**config.mk**
```make
export PLATFORM = sky130hd
export DESIGN_NAME = sink_d_param
export DESIGN_NICKNAME = d
export VERILOG_FILES = /design/src/rtl/sink_d_pkg.sv /design/src/rtl/sink_d_fifo.sv /design/src/rtl/sink_d_param.sv
export SDC_FILE = /design/constraint.sdc
export NUM_CORES = 1
export LEC_CHECK = 0
export CORE_MARGIN = 2
export CORE_UTILIZATION = 49
export CTS_BUF_LIST = sky130_fd_sc_hd__clkbuf_4 sky130_fd_sc_hd__clkbuf_8 sky130_fd_sc_hd__clkbuf_16
export DETAILED_ROUTE_END_ITERATION = 6
export PLACE_DENSITY = 0.8
export SLEW_MARGIN = 20
export SYNTH_ARGS = -nofsm -noshare
export SYNTH_HDL_FRONTEND = slang
export SYNTH_SLANG_ARGS = --single-unit
```
**constraint.sdc**
```tcl
create_clock -name clock -period 6.2 [get_ports clock]
set_clock_uncertainty 0.05 [all_clocks]
set_input_delay 1.55 -clock clock [delete_from_list [all_inputs] [get_ports clock]]
set_output_delay 1.55 -clock clock [all_outputs]
set_load 0.01 [all_outputs]
```
**src/rtl/sink_d_pkg.sv**
```systemverilog
// rtl/sink_d_pkg.sv - D-channel sink opcodes and beat-count helpers
package sink_d_pkg;

  // D-channel opcodes; an odd opcode carries data (AccessAckData, GrantData)
  typedef enum logic [2:0] {
    OP_ACCESS_ACK      = 3'd0,
    OP_ACCESS_ACK_DATA = 3'd1,
    OP_HINT_ACK        = 3'd2,
    OP_GRANT           = 3'd4,
    OP_GRANT_DATA      = 3'd5,
    OP_RELEASE_ACK     = 3'd6
  } d_opcode_e;

  // Beats in the largest transfer
  function automatic int calc_beats(input int max_lg_size, input int data_w);
    return (1 << max_lg_size) / (data_w / 8);
  endfunction

  // Width of a beat index; never narrower than one bit
  function automatic int calc_beat_w(input int beats);
    return (beats > 1) ? $clog2(beats) : 1;
  endfunction

  // Beats minus one for a message; messages without data are a single beat
  function automatic int beats1_calc(input logic has_data, input int size, input int data_w);
    if (!has_data) return 0;
    return ((1 << size) - 1) >> $clog2(data_w / 8);
  endfunction

endpackage

```
**src/rtl/sink_d_fifo.sv**
```systemverilog
// rtl/sink_d_fifo.sv - registered input FIFO without flow-through
module sink_d_fifo #(
  parameter int DEPTH = 2,
  parameter int WIDTH = 8
) (
  input  logic             clock,
  input  logic             reset,
  input  logic             enq_valid,
  output logic             enq_ready,
  input  logic [WIDTH-1:0] enq_data,
  output logic             deq_valid,
  input  logic             deq_ready,
  output logic [WIDTH-1:0] deq_data
);

  localparam int PTR_W = (DEPTH > 1) ? $clog2(DEPTH) : 1;
  localparam int CNT_W = $clog2(DEPTH + 1);

  logic [WIDTH-1:0] mem_q [DEPTH];
  logic [WIDTH-1:0] mem_d [DEPTH];
  logic [PTR_W-1:0] wr_ptr_q, wr_ptr_d, rd_ptr_q, rd_ptr_d;
  logic [CNT_W-1:0] count_q, count_d;
  logic             enq_fire, deq_fire;

  function automatic logic [PTR_W-1:0] ptr_next(input logic [PTR_W-1:0] p);
    return (p == PTR_W'(DEPTH - 1)) ? '0 : p + PTR_W'(1);
  endfunction

  // Both sides are held off while reset is asserted so nothing leaks through
  assign enq_ready = reset & (count_q != CNT_W'(DEPTH));
  assign deq_valid = reset & (count_q != '0);
  assign deq_data  = mem_q[rd_ptr_q];
  assign enq_fire  = enq_valid & enq_ready;
  assign deq_fire  = deq_valid & deq_ready;

  // Next pointer, occupancy and storage contents
  always_comb begin
    mem_d    = mem_q;
    wr_ptr_d = wr_ptr_q;
    rd_ptr_d = rd_ptr_q;
    if (enq_fire) begin
      mem_d[wr_ptr_q] = enq_data;
      wr_ptr_d        = ptr_next(wr_ptr_q);
    end
    if (deq_fire) rd_ptr_d = ptr_next(rd_ptr_q);
    count_d = count_q + CNT_W'(enq_fire) - CNT_W'(deq_fire);
  end

  // Pointer and occupancy registers, cleared by reset
  always_ff @(posedge clock) begin
    if (!reset) begin
      wr_ptr_q <= '0;
      rd_ptr_q <= '0;
      count_q  <= '0;
    end else begin
      wr_ptr_q <= wr_ptr_d;
      rd_ptr_q <= rd_ptr_d;
      count_q  <= count_d;
    end
  end

  // Storage needs no reset; occupancy decides what is valid
  always_ff @(posedge clock) begin
    mem_q <= mem_d;
  end

endmodule

```
**src/rtl/sink_d_param.sv**
```systemverilog
// rtl/sink_d_param.sv - D-channel sink: beat counting, MSHR response, bank-store writes
module sink_d_param
  import sink_d_pkg::*;
#(
  parameter int DATA_W      = 64,
  parameter int MAX_LG_SIZE = 6,
  parameter int SIZE_W      = 3,
  parameter int SOURCE_W    = 3,
  parameter int SINK_W      = 3,
  parameter int DEPTH       = 2,
  localparam int BEATS      = calc_beats(MAX_LG_SIZE, DATA_W),
  localparam int BEAT_W     = calc_beat_w(BEATS)
) (
  input  logic                clock,
  input  logic                reset,
  input  logic                io_d_valid,
  output logic                io_d_ready,
  input  logic [2:0]          io_d_bits_opcode,
  input  logic [1:0]          io_d_bits_param,
  input  logic [SIZE_W-1:0]   io_d_bits_size,
  input  logic [SOURCE_W-1:0] io_d_bits_source,
  input  logic [SINK_W-1:0]   io_d_bits_sink,
  input  logic                io_d_bits_denied,
  input  logic [DATA_W-1:0]   io_d_bits_data,
  input  logic                io_d_bits_corrupt,
  input  logic                io_bs_adr_ready,
  input  logic                io_grant_safe,
  output logic                io_resp_valid,
  output logic                io_resp_bits_last,
  output logic [2:0]          io_resp_bits_opcode,
  output logic [2:0]          io_resp_bits_param,
  output logic [SOURCE_W-1:0] io_resp_bits_source,
  output logic [SINK_W-1:0]   io_resp_bits_sink,
  output logic                io_resp_bits_denied,
  output logic                io_resp_bits_corrupt,
  output logic [SOURCE_W-1:0] io_source,
  output logic                io_bs_adr_valid,
  output logic                io_bs_adr_bits_noop,
  output logic [BEAT_W-1:0]   io_bs_adr_bits_beat,
  output logic [DATA_W-1:0]   io_bs_dat_data
);

  localparam int PAY_W = 3 + 2 + SIZE_W + SOURCE_W + SINK_W + 1 + DATA_W + 1;

  logic [PAY_W-1:0]    enq_data, deq_data;
  logic                deq_valid, deq_ready, fire;
  logic [2:0]          h_opcode;
  logic [1:0]          h_param;
  logic [SIZE_W-1:0]   h_size;
  logic [SOURCE_W-1:0] h_source;
  logic [SINK_W-1:0]   h_sink;
  logic                h_denied, h_corrupt;
  logic [DATA_W-1:0]   h_data;

  logic [BEAT_W:0]     cnt_q, cnt_d;
  logic                cnt_nz, first, last, corrupt_in;
  logic [BEAT_W-1:0]   beats1, beat;
  logic                corrupt_acc_q, corrupt_acc_d;
  logic [SOURCE_W-1:0] src_q, src_d;
  logic [BEAT_W-1:0]   beat_r_q, beat_r_d;

  assign enq_data = {io_d_bits_opcode, io_d_bits_param, io_d_bits_size, io_d_bits_source,
                     io_d_bits_sink, io_d_bits_denied, io_d_bits_data, io_d_bits_corrupt};

  sink_d_fifo #(.DEPTH(DEPTH), .WIDTH(PAY_W)) u_fifo (
    .clock     (clock),
    .reset     (reset),
    .enq_valid (io_d_valid),
    .enq_ready (io_d_ready),
    .enq_data  (enq_data),
    .deq_valid (deq_valid),
    .deq_ready (deq_ready),
    .deq_data  (deq_data)
  );

  assign {h_opcode, h_param, h_size, h_source, h_sink, h_denied, h_data, h_corrupt} = deq_data;

  // Beat bookkeeping: once a burst has started it owns the bank store, so grant_safe only gates the first beat
  always_comb begin
    beats1     = BEAT_W'(beats1_calc(h_opcode[0], int'(h_size), DATA_W));
    cnt_nz     = reset & (cnt_q != '0);
    first      = (cnt_q == '0);
    last       = (cnt_q == (BEAT_W+1)'(1)) | (first & (beats1 == '0));
    beat       = first ? '0 : (beats1 + BEAT_W'(1) - cnt_q[BEAT_W-1:0]);
    deq_ready  = io_bs_adr_ready & (cnt_nz | io_grant_safe);
    fire       = deq_valid & deq_ready;
    corrupt_in = h_corrupt & ~h_denied;
    cnt_d      = cnt_q;
    if (fire) cnt_d = first ? {1'b0, beats1} : (cnt_q - (BEAT_W+1)'(1));
    corrupt_acc_d = corrupt_acc_q;
    if (fire) corrupt_acc_d = last ? 1'b0 : (corrupt_acc_q | corrupt_in);
    src_d    = src_q;
    beat_r_d = beat_r_q;
    if (deq_valid) begin
      src_d    = h_source;
      beat_r_d = (BEATS == 1) ? '0 : (beat + BEAT_W'(io_bs_adr_ready));
    end
  end

  // Response and bank-store outputs; the hold registers cover cycles with an empty FIFO
  always_comb begin
    io_resp_valid        = fire & (first | last);
    io_resp_bits_last    = last;
    io_resp_bits_opcode  = h_opcode;
    io_resp_bits_param   = {1'b0, h_param};
    io_resp_bits_source  = h_source;
    io_resp_bits_sink    = h_sink;
    io_resp_bits_denied  = h_denied;
    io_resp_bits_corrupt = corrupt_acc_q | corrupt_in;
    io_source            = deq_valid ? h_source : src_q;
    io_bs_adr_valid      = cnt_nz | (deq_valid & io_grant_safe);
    io_bs_adr_bits_noop  = ~deq_valid | ~h_opcode[0];
    io_bs_adr_bits_beat  = deq_valid ? beat : beat_r_q;
    io_bs_dat_data       = h_data;
  end

  // Burst state registers; reset abandons any partial burst
  always_ff @(posedge clock) begin
    if (!reset) begin
      cnt_q         <= '0;
      corrupt_acc_q <= 1'b0;
      src_q         <= '0;
      beat_r_q      <= '0;
    end else begin
      cnt_q         <= cnt_d;
      corrupt_acc_q <= corrupt_acc_d;
      src_q         <= src_d;
      beat_r_q      <= beat_r_d;
    end
  end

endmodule

```
# ---- After elaboration in Yosys (flattened, before gate mapping)
# Cells that the tools add are included.
dict set report op_classes {
  n_bitwise 21
  n_lt_le_gt_ge 3
  n_eq_ne 2
  n_reduce_logical 5
  n_shift 1
  addsub 9
  muxes 14
}
# operator count
set ops {}
lappend ops {{two-way mux 80 bit} 4}
lappend ops {{bitwise mux 160 bit} 1}
lappend ops {{demux 80 bit (select 1 bit)} 1}
lappend ops {{two-way mux 3 bit} 4}
lappend ops {{bitwise AND 1 bit} 10}
lappend ops {{OR 1 bit} 6}
lappend ops {{<< shifter 1 x 3 -> 6 bit, first input constant} 1}
lappend ops {{subtractor 6 x 2 -> 6 bit, second input constant} 1}
lappend ops {{equality test 4 x 1 -> 1 bit, second input constant} 1}
lappend ops {{greater-or-equal comparator 2 bit, second input constant} 2}
lappend ops {{logical NOT 4 bit} 1}
lappend ops {{two-way mux 4 bit} 1}
lappend ops {{NOT 1 -> 2 bit} 2}
lappend ops {{nonzero test 4 bit} 1}
lappend ops {{subtractor 4 x 1 -> 4 bit, second input constant} 1}
lappend ops {{adder 3 x 1 -> 3 bit} 1}
lappend ops {{adder 3 x 1 -> 3 bit, second input constant} 1}
lappend ops {{logical NOT 3 bit} 1}
lappend ops {{two-way mux 1 bit} 3}
lappend ops {{NOT 1 bit} 3}
lappend ops {{subtractor 3 bit} 1}
lappend ops {{adder 1 bit, second input constant} 2}
lappend ops {{adder 2 x 1 -> 2 bit} 1}
lappend ops {{< comparator 2 x 1 -> 1 bit, second input constant} 1}
lappend ops {{other kinds (4)} 4}
dict set report word_totals {
  reg_bits 175
  output_inout_bits 89
  inputBits 85
  wordCells 64
}

# ---- Longest topological paths before layout
dict set report logic_depth {
  ltp_word 12
  mapped_depth 12
  mapped_depth_nobuf 11
}

# ---- Cells and area by module
# A second synthesis with hierarchy kept.
dict set report unflattened {
  hier_cells 367
  hier_area_um2 7164.4
}
# mod seq_area_each_um2 cells_each instances area_per_inst_um2
set modules_own_cells {}
lappend modules_own_cells {sink_d_fifo 4884.7 273 1 6393.6}
lappend modules_own_cells {sink_d_param 220.2 94 1 770.7}

# ---- Worst setup path before layout
# Ideal clock, no wire load.
dict set report synth_timing {
  kind {input to register}
  start {in reset}
  end {reg u_fifo.mem_q[0] (netlist bit), enable pin}
  setup_ns 0.519
  required_time_ns 5.631
  n_path_buf 0
  cell_stages 2
  setup_slack_ns 0.560
  arrival_ns 5.070
  cell_sequence {o211ai_1 -> nor2_1}
}
dict set report synth_between {
  elab_chain_len 2
}
# element line_no
set synth_lines {}
lappend synth_lines {{start: declaration} sink_d_param.sv:15} ;# input logic reset,
lappend synth_lines {{bitwise AND 1 bit} sink_d_fifo.sv:30} ;# assign enq_ready = reset & (count_q != CNT_W'(DEPTH));
lappend synth_lines {{bitwise AND 1 bit} sink_d_fifo.sv:33} ;# assign enq_fire = enq_valid & enq_ready;
lappend synth_lines {{end signal: assignment} sink_d_fifo.sv:64} ;# mem_q <= mem_d;
lappend synth_lines {{end: declaration} sink_d_fifo.sv:19} ;# logic [WIDTH-1:0] mem_q [DEPTH];
# No other way between the ends.
# A chain may end at the register's enable or synchronous reset.

# ---- Worst setup path in the final report
dict set report layout_timing {
  start {reg u_fifo.rd_ptr_q}
  end {out io_bs_adr_bits_beat[2]}
}
dict set report layout_between {
  elab_chain_len 11
}
# element line_no
set layout_lines {}
lappend layout_lines {{start: declaration} sink_d_fifo.sv:21} ;# logic [PTR_W-1:0] wr_ptr_q, wr_ptr_d, rd_ptr_q, rd_ptr_d;
lappend layout_lines {{start signal: assignment} sink_d_fifo.sv:57} ;# rd_ptr_q <= rd_ptr_d;
lappend layout_lines {{NOT 1 -> 2 bit (not written as such) (*)} sink_d_fifo.sv:32} ;# assign deq_data = mem_q[rd_ptr_q];
lappend layout_lines {{two-way mux 80 bit (not written as such) (*) (3 in a row)} sink_d_fifo.sv:32}
lappend layout_lines {{<< shifter 1 x 3 -> 6 bit} sink_d_pkg.sv:27} ;# return ((1 << size) - 1) >> $clog2(data_w / 8);
lappend layout_lines {{subtractor 6 x 2 -> 6 bit} sink_d_pkg.sv:27}
lappend layout_lines {{two-way mux 3 bit (*)} sink_d_pkg.sv:27}
lappend layout_lines {{adder 3 x 1 -> 3 bit (*)} sink_d_param.sv:84} ;# beat = first ? '0 : (beats1 + BEAT_W'(1) - cnt_q[BEAT_W-1:0]);
lappend layout_lines {{subtractor 3 bit (*)} sink_d_param.sv:84}
lappend layout_lines {{two-way mux 3 bit (*)} sink_d_param.sv:84}
lappend layout_lines {{two-way mux 3 bit (*)} sink_d_param.sv:113} ;# io_bs_adr_bits_beat = deq_valid ? beat : beat_r_q;
lappend layout_lines {{end: declaration} sink_d_param.sv:39} ;# output logic [BEAT_W-1:0] io_bs_adr_bits_beat,
# Mark *: on every way between the ends. The rest lies on a longest branch, timed or not. The select of a mux whose other input is x is not followed.

==> impl_results.md <==
* Pre-antenna DRT Iters at 4
* Die W at 121 um
* Crit-path leading delay family: flip-flops
* Reg clk slew, reported paths at about 0.060 ns
* Fin crit period at between 5 and 6 ns
* Netlist cell types at 37
* R2R Setup Slk at 3.01 ns
* Share of layout cells above drive strength 1 at 20.4%
* Synth area leaders: edfxtp_1 (72%), mux2_2 (13%), dfxtp_1 (4.5%)
* TNS Setup at 0 ns
* Die Y at 121 um
* Via density at just over 5
* Reg power frac at approximately half
* Relative slew slack at a little under a third
* Internal power at 0.00217 W
* Synth cell count leaders: edfxtp_1 (160), mux2_2 (78), nand2_1 (19), dfxtp_1 (15), nor2_1 (11)
* H-tree depth at 4
* Final wirelength at 12,700 um
* Post-synthesis cell count at 370
* Slowest cell delay on critical path at 0.76 ns
* Clk pwr share at a little under two fifths
* Max Clk Rate at 0.190 GHz
* Sequential cell area at between 5000 and 6000 um^2
* Setup violators final at 0
* Mapped Area at 6700 um^2
* Vias in the first global route at 3,976
* DRC errors left at 0
* Row count at 42
* CTS tree: yes
* Ys Warns at 0
* Seq cells post-synth at about 180
* Top-count cell post-synth: edfxtp_1
* Post-CTS Resized at 0
* Critical Path End Type: output port
* Leak at 3.15 nW
* First-pass GRT wire length at 19,800 um
* Status: finished clean
* Final Hold Fails at 0
* DR vias at 3,813
* Sequential share of the synthesized area at 76.2%
* Full die area at 14,600 um^2
* Fraction of registers with async set/reset at 0%
* Clock sinks at 175
* Hold buffer count at CTS at 0
* Nets at about 650
* Clock Latency Late Sink at slightly above 0.4 ns
* P&R area growth vs syn at 38.0%
* Yosys top cell by area: edfxtp_1
* Final estimated routing congestion in global placement at ~0.86
* Area of the multi-input gates at around 1500 um^2
* Wire per inst at between 15 and 20 um
* Max-slew violations at 0
* CP startpoint kind: flop
* Crit path buffers/inverters at 2
* Post-detail-place hpwl at approximately 8600 um
* Clock Tree Buf Depth at 2
* Root Buffer: clkbuf_16
* Filler cells at 859
* Final period util at 84.8%
* Levels on crit path at 10
* Critical path's slowest cell: dfxtp_4
* Postcts setup bufs at 0
* GR Overflow Total at 0
* Switching pwr at 0.000564 W
* Hold Crit Depth at 2
* Comb pwr share at 11.6%
* Global Route Usage Sum at 18.1%
* Core Region at 13,300 um^2
* Port bufs at roughly 170
* Syn_nets at around 460
* Max-cap violations at 0
* CP Class: reg2out
* Unrepaired setup endpoints after global routing: no
* Crit-path max FO at 51
* Req. time, crit path at 4.60 ns
* Arr. time, crit path at between 3 and 4 ns
* Main synth FF type: edfxtp_1
* Largest net degree at the start of global routing at 52
* Critical-path cell list: nand3_1 -> o21ai_0 -> nand3_1 -> ha_1 -> inv_1 -> ha_1 -> xnor3_1 -> and3_4 -> o41ai_1 -> clkdlybuf4s50_1
* Avg Synthesized Cell Area at 18.1 um^2
* TritonCTS Buffers at 17
* Synth top area share at 71.7%
* Worst Max-Slew Pin Slew at 1.02 ns
* Sw Ratio at 20.6%
* Io pins at 174
* Hold WC Path Type: reg2reg
* Inserted Diodes at 0
* Reg2Reg Depth at 10
* Starting Density at about half
* DRT iter0 DRCs at 259
* Pwr dens at 296 nW/um^2
* Min Hold Slack at 0.414 ns
* Post-synth EDFFs at 160
* Worst VDD drop at ~0.20 mV
* Routed Antenna Nets at 0
* Initial antenna violation count at 0
==> layout by cell type (no fill, tap or decap), drive strengths merged, types with 4 or more instances in the layout <==
cell type      count
buf                4
clkdlybuf4s50    172
edfxtp           160
dfxtp             15
nand2             19
clkinv             9
mux2              78
clkbuf            19
ha                 9
nand3              5
inv               11
nor2              11
o21ai              7
a21oi             10
xnor2              4
==> stage by stage <==
step / total power (W) / setup WS, ns / util, % / area, um^2 / cells
2_1_floorplan: 0.00153 / 0.560 / - / 6700 / 370
3_3_place_gp: 0.00171 / 1.11 / 65.0 / 8650 / 708
3_5_place_dp: 0.00171 / 1.05 / 65.0 / 8650 / 708
4_1_cts: 0.00276 / 0.926 / 69.4 / 9230 / 740
5_1_grt: 0.00283 / 0.706 / 69.6 / 9250 / 741
6_report: 0.00273 / 0.945 / 69.6 / 9250 / 741
==> worst reg2reg max path: cells and delay by family, from the launching register on <==
family	cells	cell delay (ns)
and+or+nand+nor	4	1.03
AOI/OAI and AO/OA	2	0.44
DFF	1	0.76
adders and majority gates	3	0.81
buffers and inverters	1	0.04
==> kinds of logic after synthesis <==
logic type | after synthesis | synth area share, %
DFF | 175 | 76.2
muxes | 81 | 13.6
and+or+nand+nor | 49 | 3.57
AOI/OAI and AO/OA | 27 | 2.63
buffers and inverters | 23 | 1.49
adders and majority gates | 9 | 1.68
xor gates and xnor gates | 5 | 0.859
other | 1 | 0.0559
==> state kept, by name (all words and copies together), names as in the netlist <==
name             cells
u_fifo.mem_q       160
cnt_q                4
beat_r_q             3
src_q                3
u_fifo.count_q       2
corrupt_acc_q        1
u_fifo.rd_ptr_q      1
u_fifo.wr_ptr_q      1
==> power by group through the flow <==
stage / Sequential, W / Clock, W / Combinational (W)
floorplan: 0.00139 / 0 / 0.000139
global placement: 0.00139 / 0 / 0.000312
detailed placement: 0.00140 / 0 / 0.000317
CTS: 0.00137 / 0.00107 / 0.000320
global route: 0.00138 / 0.00111 / 0.000343
finish: 0.00137 / 0.00104 / 0.000318
==> layout make-up <==
| class | count | area share (%) |
|---|---|---|
| sequential | 175 | 55.2 |
| timing repair buffer | 176 | 19.3 |
| multi-input combinational | 172 | 16.3 |
| clock buffer | 19 | 4.76 |
| tap | 176 | 2.38 |
| clock inverter | 13 | 1.56 |
| inverter | 10 | 0.406 |
==> metal layers <==
| metal | part of all wire, % | global-route usage (%) | up-vias |
|---|---|---|---|
| li1 | - | - | 1783 |
| met1 | 40 | 20.9 | 1874 |
| met2 | 52 | 31.0 | 137 |
| met3 | 6.4 | 5.78 | 19 |
| met4 | 1.6 | 7.49 | 0 |
| met5 | 0 | 0 | - |
==> final timing paths <==
kind,start,to
max reg2reg,u_fifo.rd_ptr_q$_SDFFE_PN0P_,beat_r_q[2]$_SDFFE_PN0P_
max,u_fifo.rd_ptr_q$_SDFFE_PN0P_,io_bs_adr_bits_beat[2]
min,beat_r_q[0]$_SDFFE_PN0P_,beat_r_q[0]$_SDFFE_PN0P_
min reg2reg,beat_r_q[0]$_SDFFE_PN0P_,beat_r_q[0]$_SDFFE_PN0P_
(Power assumes the default switching activity.)
